File: src/rtl/disparity_wta_scheduler.sv
// -----------------------------------------------------------------------------
// disparity_wta_scheduler
//   Shares one squared-difference matcher across NUM_DISP candidate disparities
//   for each left pixel. A pixel set (left pixel plus NUM_DISP right candidates)
//   is captured, the candidates are issued to the matcher one per cycle, and the
//   returned SSD values are reduced to a winner-take-all minimum. The winning
//   disparity and its SSD are presented downstream with valid/ready.
//
// Ports
//   clk_in, rst_in            clock, synchronous active-low reset
//   valid_in / ready_out      pixel-set handshake (left_pixel_in, right_pixels_in)
//   dp_left_out, dp_right_out operands to the matcher, qualified by dp_valid_out
//   dp_ssd_in, dp_valid_in    result returned by the matcher
//   disparity_out, min_ssd_out, err_out
//                             winner, its SSD, and timeout-abort flag,
//                             qualified by valid_out / ready_in
// -----------------------------------------------------------------------------
module disparity_wta_scheduler #(
    parameter int NUM_DISP  = 9,
    parameter int PIX_W     = 4,
    parameter int SSD_W     = 9,
    parameter int MATCH_LAT = 2,
    parameter int TIMEOUT   = 32
) (
    input  logic                      clk_in,
    input  logic                      rst_in,
    input  logic                      valid_in,
    output logic                      ready_out,
    input  logic [PIX_W-1:0]          left_pixel_in,
    input  logic [NUM_DISP*PIX_W-1:0] right_pixels_in,
    output logic [PIX_W-1:0]          dp_left_out,
    output logic [PIX_W-1:0]          dp_right_out,
    output logic                      dp_valid_out,
    input  logic [SSD_W-1:0]          dp_ssd_in,
    input  logic                      dp_valid_in,
    output logic [$clog2(NUM_DISP)-1:0] disparity_out,
    output logic [SSD_W-1:0]          min_ssd_out,
    output logic                      err_out,
    output logic                      valid_out,
    input  logic                      ready_in
);

    localparam int DISP_W = $clog2(NUM_DISP);
    localparam int CNT_W  = $clog2(NUM_DISP + 1);
    // Idle counter carries headroom for the matcher latency on top of TIMEOUT.
    localparam int IDLE_W = $clog2(TIMEOUT + MATCH_LAT + 1);

    localparam logic [CNT_W-1:0]  LAST_IDX = CNT_W'(NUM_DISP - 1);
    localparam logic [CNT_W-1:0]  ALL_CNT  = CNT_W'(NUM_DISP);
    localparam logic [IDLE_W-1:0] TO_LAST  = IDLE_W'(TIMEOUT - 1);

    typedef enum logic [1:0] {
        S_IDLE   = 2'd0,
        S_ISSUE  = 2'd1,
        S_DRAIN  = 2'd2,
        S_OUTPUT = 2'd3
    } state_e;

    state_e              state_q, state_d;
    logic [PIX_W-1:0]    left_q, left_d;
    logic [PIX_W-1:0]    right_q [NUM_DISP];
    logic [PIX_W-1:0]    right_d [NUM_DISP];
    logic [CNT_W-1:0]    issue_cnt_q, issue_cnt_d;
    logic [CNT_W-1:0]    rcv_cnt_q, rcv_cnt_d;
    logic [IDLE_W-1:0]   idle_cnt_q, idle_cnt_d;
    logic [SSD_W-1:0]    best_ssd_q, best_ssd_d;
    logic [DISP_W-1:0]   best_d_q, best_d_d;
    logic [PIX_W-1:0]    dp_right_q, dp_right_d;
    logic                dp_valid_q, dp_valid_d;
    logic                ready_q, ready_d;
    logic                valid_q, valid_d;
    logic                err_q, err_d;
    logic [DISP_W-1:0]   disp_q, disp_d;
    logic [SSD_W-1:0]    min_ssd_q, min_ssd_d;
    logic                collect_s;

    assign ready_out     = ready_q;
    assign dp_left_out   = left_q;
    assign dp_right_out  = dp_right_q;
    assign dp_valid_out  = dp_valid_q;
    assign disparity_out = disp_q;
    assign min_ssd_out   = min_ssd_q;
    assign err_out       = err_q;
    assign valid_out     = valid_q;

    // Next-state, result collection and output latching.
    always_comb begin
        state_d     = state_q;
        left_d      = left_q;
        right_d     = right_q;
        issue_cnt_d = issue_cnt_q;
        rcv_cnt_d   = rcv_cnt_q;
        idle_cnt_d  = idle_cnt_q;
        best_ssd_d  = best_ssd_q;
        best_d_d    = best_d_q;
        dp_right_d  = dp_right_q;
        dp_valid_d  = dp_valid_q;
        ready_d     = ready_q;
        valid_d     = valid_q;
        err_d       = err_q;
        disp_d      = disp_q;
        min_ssd_d   = min_ssd_q;

        // Results only count while a pixel is in flight; extras beyond NUM_DISP are dropped.
        collect_s = dp_valid_in && ((state_q == S_ISSUE) || (state_q == S_DRAIN))
                    && (rcv_cnt_q != ALL_CNT);

        if (collect_s) begin
            rcv_cnt_d = rcv_cnt_q + CNT_W'(1);
            // Strict less-than: on ties the earlier (lower) disparity wins.
            if ((rcv_cnt_q == {CNT_W{1'b0}}) || (dp_ssd_in < best_ssd_q)) begin
                best_ssd_d = dp_ssd_in;
                best_d_d   = rcv_cnt_q[DISP_W-1:0];
            end else begin
                best_ssd_d = best_ssd_q;
            end
        end else begin
            rcv_cnt_d = rcv_cnt_q;
        end

        case (state_q)
            S_IDLE: begin
                if (valid_in) begin
                    left_d = left_pixel_in;
                    for (int d = 0; d < NUM_DISP; d++) begin
                        right_d[d] = right_pixels_in[d*PIX_W +: PIX_W];
                    end
                    issue_cnt_d = {CNT_W{1'b0}};
                    rcv_cnt_d   = {CNT_W{1'b0}};
                    best_ssd_d  = {SSD_W{1'b1}};
                    best_d_d    = {DISP_W{1'b0}};
                    dp_right_d  = right_pixels_in[PIX_W-1:0];
                    dp_valid_d  = 1'b1;
                    ready_d     = 1'b0;
                    state_d     = S_ISSUE;
                end else begin
                    ready_d = 1'b1;
                end
            end
            S_ISSUE: begin
                if (issue_cnt_q == LAST_IDX) begin
                    dp_valid_d = 1'b0;
                    idle_cnt_d = {IDLE_W{1'b0}};
                    state_d    = S_DRAIN;
                end else begin
                    issue_cnt_d = issue_cnt_q + CNT_W'(1);
                    dp_right_d  = right_q[issue_cnt_q + CNT_W'(1)];
                end
            end
            S_DRAIN: begin
                // Uses the post-update count so the last result goes straight to OUTPUT.
                if (rcv_cnt_d == ALL_CNT) begin
                    disp_d    = best_d_d;
                    min_ssd_d = best_ssd_d;
                    err_d     = 1'b0;
                    valid_d   = 1'b1;
                    state_d   = S_OUTPUT;
                end else if (collect_s) begin
                    idle_cnt_d = {IDLE_W{1'b0}};
                end else if (idle_cnt_q == TO_LAST) begin
                    disp_d    = best_d_q;
                    min_ssd_d = best_ssd_q;
                    err_d     = 1'b1;
                    valid_d   = 1'b1;
                    state_d   = S_OUTPUT;
                end else begin
                    idle_cnt_d = idle_cnt_q + IDLE_W'(1);
                end
            end
            S_OUTPUT: begin
                if (ready_in) begin
                    valid_d = 1'b0;
                    ready_d = 1'b1;
                    state_d = S_IDLE;
                end else begin
                    valid_d = 1'b1;
                end
            end
            default: begin
                dp_valid_d = 1'b0;
                valid_d    = 1'b0;
                ready_d    = 1'b1;
                state_d    = S_IDLE;
            end
        endcase
    end

    // State and datapath registers with synchronous active-low reset.
    always_ff @(posedge clk_in) begin
        if (!rst_in) begin
            state_q     <= S_IDLE;
            left_q      <= {PIX_W{1'b0}};
            for (int i = 0; i < NUM_DISP; i++) begin
                right_q[i] <= {PIX_W{1'b0}};
            end
            issue_cnt_q <= {CNT_W{1'b0}};
            rcv_cnt_q   <= {CNT_W{1'b0}};
            idle_cnt_q  <= {IDLE_W{1'b0}};
            best_ssd_q  <= {SSD_W{1'b1}};
            best_d_q    <= {DISP_W{1'b0}};
            dp_right_q  <= {PIX_W{1'b0}};
            dp_valid_q  <= 1'b0;
            ready_q     <= 1'b1;
            valid_q     <= 1'b0;
            err_q       <= 1'b0;
            disp_q      <= {DISP_W{1'b0}};
            min_ssd_q   <= {SSD_W{1'b0}};
        end else begin
            state_q     <= state_d;
            left_q      <= left_d;
            right_q     <= right_d;
            issue_cnt_q <= issue_cnt_d;
            rcv_cnt_q   <= rcv_cnt_d;
            idle_cnt_q  <= idle_cnt_d;
            best_ssd_q  <= best_ssd_d;
            best_d_q    <= best_d_d;
            dp_right_q  <= dp_right_d;
            dp_valid_q  <= dp_valid_d;
            ready_q     <= ready_d;
            valid_q     <= valid_d;
            err_q       <= err_d;
            disp_q      <= disp_d;
            min_ssd_q   <= min_ssd_d;
        end
    end

endmodule

File: config.mk
export PLATFORM = sky130hd
export DESIGN_NAME = disparity_wta_scheduler
export DESIGN_NICKNAME = d
export VERILOG_FILES = /design/src/rtl/disparity_wta_scheduler.sv
export SDC_FILE = /design/constraint.sdc
export NUM_CORES = 1
export LEC_CHECK = 0
export BUFFER_PORTS_ARGS = -buffer_cell sky130_fd_sc_hd__buf_2
export CORE_UTILIZATION = 56
export CTS_CLUSTER_DIAMETER = 100
export CTS_CLUSTER_SIZE = 30
export DETAILED_ROUTE_END_ITERATION = 7
export MAX_ROUTING_LAYER = met4
export PLACE_DENSITY = 0.8
export REMOVE_ABC_BUFFERS = 1
export SYNTH_ARGS = -nofsm -noshare
export SYNTH_HDL_FRONTEND = slang
export SYNTH_SLANG_ARGS = --single-unit
File: constraint.sdc
create_clock -name clk_in -period 3.38 [get_ports clk_in]
set_input_delay 0.338 -clock clk_in [delete_from_list [all_inputs] [get_ports clk_in]]
set_output_delay 0.338 -clock clk_in [all_outputs]
set_load 0.01 [all_outputs]
Word-level counts from Yosys, hierarchy flattened
Index checks and enable logic that the tools add are counted.

Bitwise gates (word level): 1. Order comparisons: 2. Muxes and demuxes: 50. Reductions and logical operators: 19. Add/subtract/negate cells: 3. Equal/unequal tests: 16.

Operators by type and width (count): $mux W4 (16); $mux W9 (7); $mux W6 (4); $bmux W4 S4 (1); $pmux W4 S2 (2); $mux W2 (6); $pmux W6 S2 (1); $reduce_and A3 Y1 (4); $reduce_bool A2 Y1 (5); $lt A9 B9 Y1 (1); $mux W1 (9); $add A4 B1 Y4 const B (2); $eq A4 B4 Y1 const B (2); $ne A2 B2 Y1 const B (4); $pmux W2 S4 (1); $add A6 B1 Y6 const B (1); $eq A6 B5 Y1 const B (1); $pmux W1 S2 (3); $ge A5 B5 Y1 const B (1); $not A4 Y5 (1); $reduce_and A5 Y1 (1); $eq A2 B2 Y1 const B (2); $logic_not A4 Y1 (1); $ne A2 B1 Y1 const B (2); other kinds (10) (13).

Output and inout bits: 25. Bits of input ports: 54. Flip-flop bits (word level): 90. Word-level logic and storage cells: 114.

Longest topological paths before layout
Word-level depth: 8. Depth in mapped cells: 9. Mapped depth without buffers: 8.

Worst setup path before layout
OpenSTA, ideal clock, no wires.

Path type: register to register. Start: reg issue_cnt_q[0]. End: reg dp_right_q[3], in the netlist dp_right_out[3]. Cell stages (with the launch flop): 10. Data arrival time: 2.234 ns. Clock period less this slack: 2.361 ns. Path buffers: 2. Library setup time: 0.127 ns. Required time: 3.253 ns. Path slack: 1.019 ns. Path through: dfxtp_1 > buf_2 > inv_1 > ha_1 > clkbuf_1 > mux4_2 > mux2i_1 > o211ai_1 > o211ai_1 > a21boi_0.

Cells in the longest elaborated chain, start to end: 7. Elaborated cells on any way between the ends: 10. Those cells by class: add/sub (1); eq/ne (2); mux (5); bitwise (1); reduce/logical (1).

Ends and longest elaborated chain: start: declaration (RTL line 63) `logic [CNT_W-1:0] issue_cnt_q, issue_cnt_d;`; start signal: assignment (RTL line 196) `issue_cnt_q <= {CNT_W{1'b0}};`; start signal: assignment (RTL line 212) `issue_cnt_q <= issue_cnt_d;`; $add A4 B1 Y4 (RTL line 147) `dp_right_d = right_q[issue_cnt_q + CNT_W'(1)];`; $not A4 Y5 (not written as such) (RTL line 147); $bmux W4 S4 (RTL line 147); $mux W4 (not written as such) (2 in series) (RTL line 147); $mux W4 (RTL line 141) `if (issue_cnt_q == LAST_IDX) begin`; $pmux W4 S2 (RTL line 121) `case (state_q)`; end signal: assignment (RTL line 201) `dp_right_q <= {PIX_W{1'b0}};`; end signal: assignment (RTL line 217) `dp_right_q <= dp_right_d;`; end: declaration (RTL line 68) `logic [PIX_W-1:0] dp_right_q, dp_right_d;`.

Several ways; a longest one is shown, not always the timed one. The select of a mux whose other input is x is not followed. A chain may end at the register's enable or synchronous reset.

Worst setup path after layout
Start: reg state_q[1]. End: reg min_ssd_q[8], in the netlist min_ssd_out[8].

Cells in the longest elaborated chain, start to end: 8. Elaborated cells on any way between the ends: 12. Those cells by class: eq/ne (4); mux (3); reduce/logical (5).

Ends and longest elaborated chain: start: declaration (RTL line 59) `state_e state_q, state_d;`; start signal: assignment (RTL line 209) `state_q <= state_d;`; $eq A2 B1 Y1 / $eq A2 B2 Y1 (equally long branches) (RTL line 105, 121); $logic_or A1 B1 Y1 (RTL line 105) `collect_s = dp_valid_in && ((state_q == S_ISSUE) || (state_q == S_DRAIN))`; $logic_and A1 B1 Y1 (RTL line 105); $logic_and A1 B1 Y1 (RTL line 106) `&& (rcv_cnt_q != ALL_CNT);`; $mux W4 (RTL line 108) `if (collect_s) begin`; $eq A4 B4 Y1 (RTL line 152) `if (rcv_cnt_d == ALL_CNT) begin`; $ne A2 B1 Y1 (no line) / $reduce_bool A2 Y1 (equally long branches); $reduce_and A3 Y1 (no line); end signal: assignment (RTL line 207) `min_ssd_q <= {SSD_W{1'b0}};`; end signal: assignment (RTL line 223) `min_ssd_q <= min_ssd_d;`; end: declaration (RTL line 74) `logic [SSD_W-1:0] min_ssd_q, min_ssd_d;`.

Several ways; a longest one is shown, not always the timed one.

==> impl_metrics.json <==
{
  "status": "completed",
  "synth_warnings": 0,
  "clkSinkCount": 90,
  "irDropWorstVdd_mv": 0.318,
  "timing.final.crit_share_pct": 79.5,
  "drt-total-wl_mm": 9.19,
  "grt_pass1_wl_mm": 15.8,
  "grt_overflow": 0,
  "arrival_ns": 2.93,
  "grt_start_max_net_pins": 54,
  "hold_path_class": "input pin to register",
  "io_buffers": 78,
  "fin_ws_ns": 0.694,
  "async_flop_share_pct": 0,
  "syn_to_final_growth_pct": 14.2,
  "netlist_instances": 490,
  "post_cts_resized": 0,
  "met3_usage_pct": 5.13,
  "synthFlopType": "dfxtp_1",
  "die_w_um": 90.5,
  "grt_pass1_vias": 3546,
  "clk_path_buf_depth": 2,
  "clk_pin_slew_ns": 0.09,
  "drive_above_1_share_pct": 23.6,
  "tns_ns": 0,
  "avgRoutedWirePerCell_um": 13.9,
  "worstMarginPinSlew_ns": 0.685,
  "gp_congestion": 0.886,
  "syn_area_per_cell_um2": 8.94,
  "dpl.hpwl_mm": 6.52,
  "drt_iter0_drc": 268,
  "pre_cts_ws_ns": 0.709,
  "hold_buffers": 0,
  "worstPathRequired_ns": 3.62,
  "power.density_mw_per_mm2": 628,
  "drt_first_pass_iters": 4,
  "hold-path-cell-count": 2,
  "initial_core_util_pct": 59.2,
  "fin_nets": 632,
  "r2r_setup_slack_ns": 0.69,
  "yosysSeqAreaShare_pct": 41.1,
  "cp-startpoint": "state_q[1]",
  "fin_crit_ns": 2.69,
  "tritoncts": "done",
  "cts_root_buf": "clkbuf_8",
  "die-area_mm2": 0.00818,
  "top_usage_layer": "met2",
  "slew_violations": 0,
  "insertion_delay_ns": 0.36,
  "final_cell_mix": "nand2_1, dfxtp_1, buf_2",
  "via_per_inst": 5.51,
  "hold_start": "dp_ssd_in[2]",
  "layout_commonest_cell": "nand2_1",
  "maxCapViolations": 0,
  "min_to": "best_ssd_q[2]",
  "drcViolationCount": 0,
  "ant_nets": 0,
  "fp-row-count": 31,
  "via_count": 3652,
  "reg2reg_depth": 9,
  "startpoint_type": "register",
  "fin_skew_ns": 0.0164,
  "core_area_mm2": 0.00741,
  "ys_ff_latch": 90,
  "max_slew_margin_pct": 54.0,
  "path_max_fanout": 7,
  "die_y_um": 90.5,
  "synth_edf_count": 0,
  "crit_type": "register to register",
  "diodes": 0,
  "synth_area_mm2": 0.00438,
  "ios": 79,
  "rsz0062_at_grt": "false",
  "use_met1_pct": 30.3,
  "grtUsageTotal_pct": 24.3,
  "reg2reg_from": "state_q[1]",
  "antenna_found_initial": 0,
  "setup_viol": 0,
  "cp-end-kind": "register",
  "hold_violations": 0,
  "max_freq_ghz": 0.372,
  "finalPower_mw": 3.14,
  "p_leak_nw": 2.01,
  "synthDistinctLibCells": 50,
  "worstReg2RegEnd": "min_ssd_out[8]",
  "grt_use_met2_pct": 39.2,
  "numCtsBuffers": 9,
  "htree_levels": 3,
  "post_cts_buffers": 0
}
==> how the worst max path moves through the flow <==
stage	slack [ns]	to	cells past startpoint
floorplan	0.69	best_ssd_q[0]	8
global placement	0.79	disparity_out[1]	9
detailed placement	0.71	min_ssd_out[8]	9
CTS	0.69	min_ssd_out[8]	9
global route	0.50	min_ssd_out[8]	9
finish	0.69	min_ssd_out[8]	9
==> flip-flops by register name (all words and copies together) (netlist names) <==
name and flops:
right_q 36, best_ssd_q 9, min_ssd_out 9, idle_cnt_q 6
best_d_q 4, disparity_out 4, dp_left_out 4, dp_right_out 4
issue_cnt_q 4, rcv_cnt_q 4, state_q 2, dp_valid_out 1
err_out 1, ready_out 1, valid_out 1
==> cells in the mapped netlist (all sizes together), types with 9 or more instances <==
cell	number	share of area, %
a211o	9	1.8
a21boi	42	7.2
a21oi	27	4.2
clkbuf	20	1.7
dfxtp	90	41
ha	18	5.1
inv	18	1.5
mux2i	21	4.8
nand2	101	8.6
nand3	18	2.2
nor2	27	2.3
o211ai	9	1.5
o21ai	22	2.5
==> logic make-up (layout without fill, tap and decap cells) <==
group                      count (synthesis)  count (layout)  synth area share [%]
and+or+nand+nor                          172             172                  17.3
buffers and inverters                     46             120                  4.54
adders and majority gates                 18              18                  5.14
muxes                                     29              29                  8.91
xor gates and xnor gates                   5               5                 0.999
AOI/OAI and AO/OA                        130             130                  22.0
DFF                                       90              90                  41.1
==> metal layers <==
layer,wire length (µm),up-vias
li1,-,1848
met2,4360,71
met4,136,0
met3,333,11
met5,0,-
met1,4360,1722
==> metrics by stage <==
stage	utilization [%]	cell area, µm²	hold slack, ns	instances
2_1_floorplan	-	4250	0.400	462
3_3_place_gp	65.2	4830	0.441	648
3_5_place_dp	65.2	4830	0.447	648
4_1_cts	67.5	5000	0.197	663
5_1_grt	67.5	5000	0.195	663
6_report	67.5	5000	0.211	663
==> where the power goes <==
| group | switching (mW) | leakage, nW | total, mW | internal [mW] |
|---|---|---|---|---|
| Combinational | 0.704 | 1.20 | 1.16 | 0.457 |
| Clock | 0.372 | 0.0814 | 0.655 | 0.284 |
| Sequential | 0.0910 | 0.734 | 1.33 | 1.23 |
==> final cells by class <==
class                   count  area [µm²]
repair buffers             87         458
multi-input cells         354        2380
clock inverters             4        28.8
well taps                  99         124
flip-flops and latches     90        1800
fillers                   610        2400
inverters                  18        67.6
clock buffers              11         141
==> worst max-delay path, cell delays in order, from the launching register on <==
cell,delay [ns]
dfxtp_1,0.39
inv_1,0.08
ha_1,0.34
nand2_1,0.11
or3_4,0.39
a22o_4,0.31
a211oi_4,0.39
buf_4,0.26
mux2i_1,0.23
a21oi_2,0.08
(Power assumes the default switching activity.)
